**config.mk**
```make
export PLATFORM = sky130hd
export DESIGN_NAME = rca_config_unit
export DESIGN_NICKNAME = d
export VERILOG_FILES = /design/src/rtl/rca_config_unit_pkg.sv /design/src/rtl/rca_config_unit_port_map_bank.sv /design/src/rtl/rca_config_unit.sv
export SDC_FILE = /design/constraint.sdc
export NUM_CORES = 1
export LEC_CHECK = 0
export BUFFER_PORTS_ARGS = -buffer_cell sky130_fd_sc_hd__clkbuf_2
export CORE_MARGIN = 5
export CORE_UTILIZATION = 40
export CTS_BUF_LIST = sky130_fd_sc_hd__clkbuf_4
export CTS_CLUSTER_SIZE = 25
export DETAILED_ROUTE_END_ITERATION = 10
export HOLD_SLACK_MARGIN = 0.05
export SYNTH_ARGS = -nofsm -noshare
export SYNTH_HDL_FRONTEND = slang
export SYNTH_HIERARCHICAL = 1
export SYNTH_SLANG_ARGS = --single-unit
```
**constraint.sdc**
```tcl
create_clock -name clk -period 4.2 [get_ports clk]
set_clock_uncertainty 0.2 [all_clocks]
set_input_delay 0.63 -clock clk [delete_from_list [all_inputs] [get_ports clk]]
set_output_delay 0.63 -clock clk [all_outputs]
set_load 0.01 [all_outputs]
```
**src/rtl/rca_config_unit_pkg.sv**
```systemverilog
// Shared types and constants for the RCA config unit: id/port/register types,
// the per-RCA port map record and the config/use funct3 encodings.
package rca_config_unit_pkg;

  localparam int RCA_NUM_RCAS        = 4;
  localparam int RCA_NUM_READ_PORTS  = 5;
  localparam int RCA_NUM_WRITE_PORTS = 5;
  localparam int RCA_ID_W            = $clog2(RCA_NUM_RCAS);

  localparam logic [2:0] RCA_FUNCT3_CFG = 3'b001;
  localparam logic [2:0] RCA_FUNCT3_USE = 3'b010;

  typedef logic [RCA_ID_W-1:0] rca_id_t;
  typedef logic [2:0]          port_idx_t;
  typedef logic [4:0]          rf_addr_t;

  // Port p occupies src_addr[p] / dst_addr[p]; the flat disp_* buses reuse this packing.
  typedef struct packed {
    rf_addr_t [RCA_NUM_READ_PORTS-1:0]  src_addr;
    logic     [RCA_NUM_READ_PORTS-1:0]  src_en;
    rf_addr_t [RCA_NUM_WRITE_PORTS-1:0] dst_addr;
    logic     [RCA_NUM_WRITE_PORTS-1:0] dst_en;
  } rca_port_map_t;

  function automatic logic port_in_range(input logic is_dst, input port_idx_t port);
    if (is_dst) return int'(port) < RCA_NUM_WRITE_PORTS;
    else        return int'(port) < RCA_NUM_READ_PORTS;
  endfunction

endpackage

```
**src/rtl/rca_config_unit_port_map_bank.sv**
```systemverilog
// NUM_RCAS-entry store of per-RCA port maps: one single-field write port and
// one asynchronous whole-entry read port.
module rca_config_unit_port_map_bank
  import rca_config_unit_pkg::*;
#(
  parameter int NUM_RCAS = RCA_NUM_RCAS
) (
  input  logic          clk,
  input  logic          rst_n,
  input  logic          wr_en,
  input  rca_id_t       wr_rca,
  input  logic          wr_is_dst,
  input  port_idx_t     wr_port,
  input  rf_addr_t      wr_addr,
  input  rca_id_t       rd_rca,
  output rca_port_map_t rd_map
);

  rca_port_map_t map_q [NUM_RCAS];

  // NOTE: this array is reset on purpose -- the enable bits must read 0
  // immediately after rst_n falls, so it cannot map onto a plain RAM macro.
  always_ff @(posedge clk or negedge rst_n) begin
    if (!rst_n) begin
      for (int i = 0; i < NUM_RCAS; i++) map_q[i] <= '0;
    end else if (wr_en) begin
      if (wr_is_dst) begin
        map_q[wr_rca].dst_addr[wr_port] <= wr_addr;
        map_q[wr_rca].dst_en[wr_port]   <= 1'b1;
      end else begin
        map_q[wr_rca].src_addr[wr_port] <= wr_addr;
        map_q[wr_rca].src_en[wr_port]   <= 1'b1;
      end
    end
  end

  assign rd_map = map_q[rd_rca];

endmodule

```
**src/rtl/rca_config_unit.sv**
```systemverilog
// RCA issue front end: config writes the port map, use emits a held dispatch packet.
// Optional RCA_CFG_PORT_CHECK_EN: out-of-range config ports raise a one-cycle cfg_err.
module rca_config_unit
  import rca_config_unit_pkg::*;
#(
  // Port-map record widths come from the package; keep these at their defaults.
  parameter int NUM_RCAS        = RCA_NUM_RCAS,
  parameter int NUM_READ_PORTS  = RCA_NUM_READ_PORTS,
  parameter int NUM_WRITE_PORTS = RCA_NUM_WRITE_PORTS
) (
  input  logic                         clk,
  input  logic                         rst_n,
  input  logic                         issue_valid,
  output logic                         issue_ready,
  input  logic                         issue_is_cfg,
  input  logic [$clog2(NUM_RCAS)-1:0]  issue_rca,
  input  logic [2:0]                   issue_port,
  input  logic                         issue_is_dst,
  input  logic [4:0]                   issue_reg,
  output logic                         disp_valid,
  input  logic                         disp_ready,
  output logic [$clog2(NUM_RCAS)-1:0]  disp_rca,
  output logic [NUM_READ_PORTS*5-1:0]  disp_src_addr,
  output logic [NUM_READ_PORTS-1:0]    disp_src_en,
  output logic [NUM_WRITE_PORTS*5-1:0] disp_dst_addr,
  output logic [NUM_WRITE_PORTS-1:0]   disp_dst_en,
  input  logic                         done_valid,
  input  logic [$clog2(NUM_RCAS)-1:0]  done_rca,
  output logic [NUM_RCAS-1:0]          rca_busy,
  output logic                         cfg_err
);

  localparam logic [0:0] ST_IDLE = 1'b0;
  localparam logic [0:0] ST_HOLD = 1'b1;

  logic [0:0]          state_q, state_d;
  logic [NUM_RCAS-1:0] busy_q, busy_d;
  logic                disp_valid_q;
  rca_id_t             pkt_rca_q;
  rca_port_map_t       pkt_map_q;
  rca_port_map_t       rd_map;

  logic accept;
  logic cfg_fire;
  logic use_fire;
  logic port_ok;

  // Ready depends on the target RCA, so a stalled instruction can be replaced by one that proceeds.
  assign issue_ready = (state_q == ST_IDLE) && !busy_q[issue_rca];
  assign accept      = issue_valid && issue_ready;
  assign cfg_fire    = accept && issue_is_cfg;
  assign use_fire    = accept && !issue_is_cfg;
  assign port_ok     = port_in_range(issue_is_dst, issue_port);

  rca_config_unit_port_map_bank #(
    .NUM_RCAS (NUM_RCAS)
  ) u_map_bank (
    .clk       (clk),
    .rst_n     (rst_n),
    .wr_en     (cfg_fire && port_ok),
    .wr_rca    (issue_rca),
    .wr_is_dst (issue_is_dst),
    .wr_port   (issue_port),
    .wr_addr   (issue_reg),
    .rd_rca    (issue_rca),
    .rd_map    (rd_map)
  );

  always_comb begin
    // NOTE: every variable assigned here gets a default first so no path leaves it unassigned (no latches).
    state_d = state_q;
    busy_d  = busy_q;
    // Clearing a non-busy flag is a no-op, which is how a stray done is ignored.
    if (done_valid) busy_d[done_rca] = 1'b0;
    case (state_q)
      ST_IDLE: begin
        if (use_fire) begin
          state_d           = ST_HOLD;
          busy_d[issue_rca] = 1'b1;
        end
      end
      ST_HOLD: begin
        if (disp_ready) state_d = ST_IDLE;
      end
      default: state_d = ST_IDLE;
    endcase
  end

  // NOTE: state registers use non-blocking assignments so every flop samples pre-edge values.
  always_ff @(posedge clk or negedge rst_n) begin
    if (!rst_n) begin
      state_q      <= ST_IDLE;
      busy_q       <= '0;
      disp_valid_q <= 1'b0;
      pkt_rca_q    <= '0;
      pkt_map_q    <= '0;
    end else begin
      state_q <= state_d;
      busy_q  <= busy_d;
      if (use_fire) begin
        disp_valid_q <= 1'b1;
        pkt_rca_q    <= issue_rca;
        pkt_map_q    <= rd_map;
      end else if (disp_valid_q && disp_ready) begin
        disp_valid_q <= 1'b0;
      end
    end
  end

  assign disp_valid    = disp_valid_q;
  assign disp_rca      = pkt_rca_q;
  assign disp_src_addr = pkt_map_q.src_addr;
  assign disp_src_en   = pkt_map_q.src_en;
  assign disp_dst_addr = pkt_map_q.dst_addr;
  assign disp_dst_en   = pkt_map_q.dst_en;
  assign rca_busy      = busy_q;

`ifdef RCA_CFG_PORT_CHECK_EN
  logic cfg_err_q;

  always_ff @(posedge clk or negedge rst_n) begin
    if (!rst_n) cfg_err_q <= 1'b0;
    else        cfg_err_q <= cfg_fire && !port_ok;
  end

  assign cfg_err = cfg_err_q;
`else
  assign cfg_err = 1'b0;
`endif

endmodule

```
* Word level (Yosys, flattened, before mapping) *
Index checks and enable logic that the tools add are counted.

storage, ports and cells
  register bits after elaboration = 308
  latch bits = 0
  RAM bits = 0
  memory bits (read-only) = 0
  bits of input ports = 19
  output and inout bits = 69
  logic and storage cells = 125
  memories kept = 0

cells by class
  add/subtract/negate cells = 0
  multipliers = 0
  divide/modulo/power cells = 0
  order comparisons = 9
  eq/ne operators = 0
  shift operators = 0
  multiplexer cells = 34
  bitwise gates (word level) = 5
  reduce and logical (&&, ||, !) cells = 13

operators by type and width
  kind                                                 number
  bitwise mux 240 bit                                  4
  demux 60 bit (select 2 bit)                          4
  2-to-1 mux 240 bit                                   1
  2-to-1 mux 60 bit                                    3
  binary-select mux 60 bit (select 2 bit)              1
  2-to-1 mux 35 bit                                    1
  2-to-1 mux 30 bit                                    1
  demux 5 bit (select 3 bit)                           1
  2-to-1 mux 4 bit                                     3
  logical AND 1 bit                                    10
  2-to-1 mux 5 bit                                     2
  2-to-1 mux 1 bit                                     8
  < comparator 2 x 3 -> 1 bit, second input constant   2
  bitwise AND 4 bit                                    1
  demux 1 bit (select 2 bit)                           2
  >= comparator 2 x 1 -> 1 bit, second input constant  2
  < comparator 3 x 4 -> 1 bit, second input constant   1
  NOT 4 bit                                            1
  OR 4 bit                                             1
  demux 1 bit (select 3 bit)                           1
  >= comparator 3 x 1 -> 1 bit, second input constant  1
  >= comparator 3 bit, second input constant           1
  < comparator 3 x 1 -> 1 bit, second input constant   1
  < comparator 3 bit, second input constant            1
  other kinds (6)                                      7

* Logic depth before layout (Yosys ltp) *
  word-level depth = 10
  gate-level depth with buffers = 6
  mapped depth without buffers = 6

* By module *
The synthesis kept the hierarchy.

by module, submodules not included
  module                         instances  cells an instance  area an instance (um^2)  sequential area each (um^2)
  rca_config_unit_port_map_bank  1          634                10481.3                  6005.8
  rca_config_unit                1          165                2678.8                   1701.6

* Worst setup path before layout *
Ideal clock, no wire load.

  path kind = input port to flip-flop
  start = in issue_rca[0]
  end = reg u_map_bank/map_q[235] (netlist bit)
  setup time = 125 ps
  data arrival time = 2683 ps
  required time = 3875 ps
  slack = 1192 ps
  cell stages on the path = 5
  path buffers = 0
  path through = mux4_2 > nor2_1 > nor4b_4 > nand2_1 > mux2_2

between the ends
  word-level cells in the longest chain between the ends = 8
  elaborated cells between the ends (all ways) = 21
  classes of those cells = order compare (2); mux (12); bitwise (1); reduce/logical (6)

ends and longest elaborated chain
  item                                                                                             line                                 source
  start, declared                                                                                  rca_config_unit.sv:16                input logic [$clog2(NUM_RCAS)-1:0] issue_rca,
  NOT 2 -> 3 bit (implied by the code)                                                             -
  >= comparator 3 bit (implied by the code) / < comparator 3 x 1 -> 1 bit (equally long branches)  rca_config_unit_port_map_bank.sv:31  map_q[wr_rca].src_addr[wr_port] <= wr_addr;
  logical AND 1 bit (implied by the code)                                                          rca_config_unit_port_map_bank.sv:31
  2-to-1 mux 60 bit (implied by the code)                                                          rca_config_unit_port_map_bank.sv:31
  demux 60 bit (select 2 bit)                                                                      rca_config_unit_port_map_bank.sv:31
  bitwise mux 240 bit                                                                              rca_config_unit_port_map_bank.sv:31
  bitwise mux 240 bit                                                                              rca_config_unit_port_map_bank.sv:32  map_q[wr_rca].src_en[wr_port] <= 1'b1;
  2-to-1 mux 240 bit                                                                               rca_config_unit_port_map_bank.sv:27  if (wr_is_dst) begin
  end, declared                                                                                    rca_config_unit_port_map_bank.sv:19  rca_port_map_t map_q [NUM_RCAS];

Parallel ways exist; a longest one is shown, timed or not. The select of a mux whose other input is x is not followed.
A chain may end at the register's enable or synchronous reset.

* Worst setup path in the final report *
  start = reg busy_q[3], in the netlist rca_busy[3]
  end = out issue_ready

between the ends
  word-level cells in the longest chain between the ends = 4

ends and longest elaborated chain
  item                                    line                   source
  start, declared                         rca_config_unit.sv:37  logic [NUM_RCAS-1:0] busy_q, busy_d;
  start signal, assigned                  rca_config_unit.sv:99  busy_q <= busy_d;
  binary-select mux 1 bit (select 2 bit)  rca_config_unit.sv:49  assign issue_ready = (state_q == ST_IDLE) && !busy_q[issue_rca];
  2-to-1 mux 1 bit (implied by the code)  rca_config_unit.sv:49
  zero test 1 bit                         rca_config_unit.sv:49
  logical AND 1 bit                       rca_config_unit.sv:49
  end, declared                           rca_config_unit.sv:14  output logic issue_ready,

Every way passes these cells. The select of a mux whose other input is x is not followed.

==> qor.csv <==
stage,metric,value,unit
outcome,status,finished clean,
worst_setup_path,critical path's top delay family,multiplexers,
power,Sw Share,25.1,%
timing,period utilization,67.9,%
power,internal power,4920,uW
hold_path,Worst Hold Depth,4,
logic_synthesis,Post-Synthesis Cells,799,
cts,clock-pin slew on the worst setup and hold paths,70,ps
timing,Final setup viols,0,
logic_synthesis,"Top FF cell, synth",dfrtp_1,
power,Comb pwr share,10.8,%
placed_design,GPL Wtd Cong,0.690,
worst_setup_path,critical path class,reg2out,
placed_design,PortBufs,86,
timing,Final min period,2850,ps
timing,setup TNS after final layout,0,ps
worst_setup_path,reg2reg end,u_map_bank/map_q[228],
worst_setup_path,"slowest stage delay, CP",590,ps
logic_synthesis,Yosys warnings,6,
logic_synthesis,Yosys cell types,38,
grt,first-pass GRT wire length,46200,um
worst_setup_path,crit path cell chain,mux4_2 > nor2_1 > clkbuf_2,
worst_setup_path,CP startpoint kind,flop,
cts,cts bufs inserted,81,
power,Final Total Pwr,6580,uW
grt,initial antenna violation count,2,
worst_setup_path,Worst setup EP type,output pin,
logic_synthesis,Synth area leaders,"dfrtp_1 (59%), mux2_2 (20%), mux4_2 (10%), mux2_1 (2.2%), or2_2 (0.95%)",
worst_setup_path,FF-to-FF setup slack,1360,ps
drt,"antenna viol nets, final",0,
logic_synthesis,ys async rst share,100,%
timing,max frequency,0.351,GHz
drt,via count,7317,
power,Clock power frac,39.0,%
cts,H-tree depth,3,
timing,Final Hold Fails,0,
grt,largest net degree at the start of global routing,121,
logic_synthesis,share of the synthesized area in the top cell type,58.6,%
finish,Area Overhead vs Synth,15.1,%
drt,Routed WL per cell,19.8,um
timing,Worst-Margin Slew,970,ps
hold_path,WHS Endpoint,disp_rca[0],
cts,CTS tree,built,
drt,TritonRoute pass-1 iters,4,
logic_synthesis,number of flops mapped to enable cells by yosys,0,
cts,CTS root buf,clkbuf_4,
cts,Post-CTS Resized,0,
floorplanning,row cnt,66,
power,switching power,1650,uW
cts,clock sink count,308,
finish,layout cell share with drive strength beyond 1,57.1,%
cts,Post-CTS Setup Bufs,0,
logic_synthesis,top-count cell post-synth,dfrtp_1,
timing,"Slew Viols, Final",0,
hold_path,worst hold-check path type,in2reg,
grt,total grt overflow,0,
worst_setup_path,Critical Path RT,3370,ps
finish,multi-input logic area,5220,um^2
logic_synthesis,net count after synthesis,818,
worst_setup_path,crit path DAT,2020,ps
worst_setup_path,WP buf/inv,1,
timing,Rel. slew slack,35.4,%
timing,Setup WS post-layout,1350,ps
logic_synthesis,Yosys reg bits,308,
finish,final instance area,15100,um^2
worst_setup_path,slowest CP cell,mux4_2,
drt,DR iter-0 viols,266,
logic_synthesis,Post-Synthesis Cell Area,13200,um^2
run,Max Cap Viol,0,
cts,hold_buf cts,7,
logic_synthesis,"Seq/Total Area, Yosys",58.6,%
floorplanning,Starting Density,40.4,%
timing,setup repair after global routing missed its margin,no,
worst_setup_path,FF-to-FF path depth,6,
logic_synthesis,Avg Inst Size Synth,16.5,um^2
logic_synthesis,Post-synth top cells,"dfrtp_1 (308), mux2_2 (236), mux4_2 (61)",
floorplanning,core box area,32500,um^2
logic_synthesis,Synth area leader,dfrtp_1,
drt,Via density,5.10,
finish,net count of the finished layout,960,
cts,clock buffer depth,3,
power,VDD IR-drop max,0.000155,V
drt,drt total wl,28400,um
grt,GR Util All Layers,16.2,%
placed_design,hpwl dp,17300,um
finish,Fillers,2953,
placed_design,placed cell areas,14100,um^2
hold_path,Hold Crit Start,issue_is_cfg,
floorplanning,I/O Pins,88,
worst_setup_path,worst-path maximum fanout,5,
floorplanning,die width,191,um
finish,Final Core Density,46.6,%
power,P_leak,0.00766,uW
placed_design,dpl ws,1040,ps
floorplanning,DIE AREA,36600,um^2
finish,FF/Latch Area,7710,um^2
cts,clock network latency to the later pin of the worst-skew pair,660,ps
power,power per cell area,434,nW/um^2
drt,drt drc,0,
floorplanning,Die H,191,um
power,Sequential Power Share,50.2,%
worst_setup_path,Worst R2R Start,rca_busy[3],
grt,number of global-route vias before repair,8048,
==> how the worst max path moves through the flow <==
stage                     cells past startpoint               endpoint  slack (ps)     startpoint
after floorplan                               5  u_map_bank/map_q[235]        1190   issue_rca[0]
after global placement                        7  u_map_bank/map_q[216]        1060   issue_rca[0]
after detailed placement                      8  u_map_bank/map_q[216]        1040  issue_port[1]
after CTS                                     3            issue_ready        1240    rca_busy[3]
after global routing                          6  u_map_bank/map_q[218]        1210    rca_busy[3]
final                                         3            issue_ready        1350    rca_busy[3]
==> power groups by stage <==
stage               Clock [uW]  Sequential (uW)  Combinational, uW
finish                    2560             3300                713
global route              2870             3330                786
CTS                       2700             3300                735
detailed placement           0             3360                715
global placement             0             3350                709
floorplan                    0             3360                407
==> placed cells by master, fill, tap and decap left out, types with 3 or more instances in the layout <==
| cell type | netlist | layout |
|---|---|---|
| nor3b_1 | 4 | 4 |
| nor2_4 | 8 | 8 |
| inv_1 | 3 | 3 |
| clkbuf_4 | 0 | 117 |
| and4bb_2 | 3 | 3 |
| dlygate4sd3_1 | 0 | 7 |
| mux2_1 | 26 | 26 |
| nand4b_4 | 3 | 3 |
| clkinv_1 | 0 | 11 |
| o21ai_0 | 4 | 4 |
| nand2b_1 | 16 | 16 |
| nand2_1 | 20 | 20 |
| or2b_1 | 5 | 5 |
| dfrtp_1 | 308 | 308 |
| nor2_2 | 12 | 12 |
| clkbuf_2 | 1 | 83 |
| or2_2 | 20 | 20 |
| mux4_2 | 61 | 61 |
| mux2_2 | 236 | 236 |
| or3b_1 | 3 | 3 |
| buf_4 | 1 | 7 |
| buf_12 | 0 | 5 |
==> worst min-delay path, cell delays in order <==
cell and delay [ps]:
clkbuf_2 100, nor3b_1 80, a21oi_1 150, a21oi_1 50
==> sequential cells by signal, indices dropped and copies added (netlist names) <==
signal	cells
u_map_bank/map_q	240
state_q	1
disp_valid	1
disp_dst_en	5
disp_src_en	5
disp_dst_addr	25
disp_rca	2
rca_busy	4
disp_src_addr	25
==> cell type report <==
type,instances,area share [%]
diodes,2,0.0330
clock buffers,117,5.80
clock inverters,17,0.801
inverters,3,0.0743
multi-input cells,444,34.4
flip-flops and latches,308,50.9
well taps,442,3.65
repair buffers,103,4.31
==> routing by layer <==
layer	wire length [um]	GRT usage [%]
met5	0	0
met4	375	5.36
met3	1130	3.65
met2	13300	24.8
met1	13600	22.9
==> cells by family (layout without fill, tap and decap cells) <==
group / count (synthesis) / count (layout) / synth area share [%]
flops: 308 / 308 / 58.6
buf+inv: 47 / 240 / 1.80
simple gates: 105 / 105 / 5.97
mux: 324 / 324 / 32.9
other cells: 1 / 3 / 0.0285
compound gates: 14 / 14 / 0.704
==> through the flow <==
stage / cells / hold WS, ps
4_1_cts: 1434 / 85.5
3_5_place_dp: 1293 / 248
2_1_floorplan: 799 / 134
3_3_place_gp: 1293 / 244
5_1_grt: 1436 / 109
6_report: 1436 / 177
No activity file was read; power rests on OpenSTA's default activity.
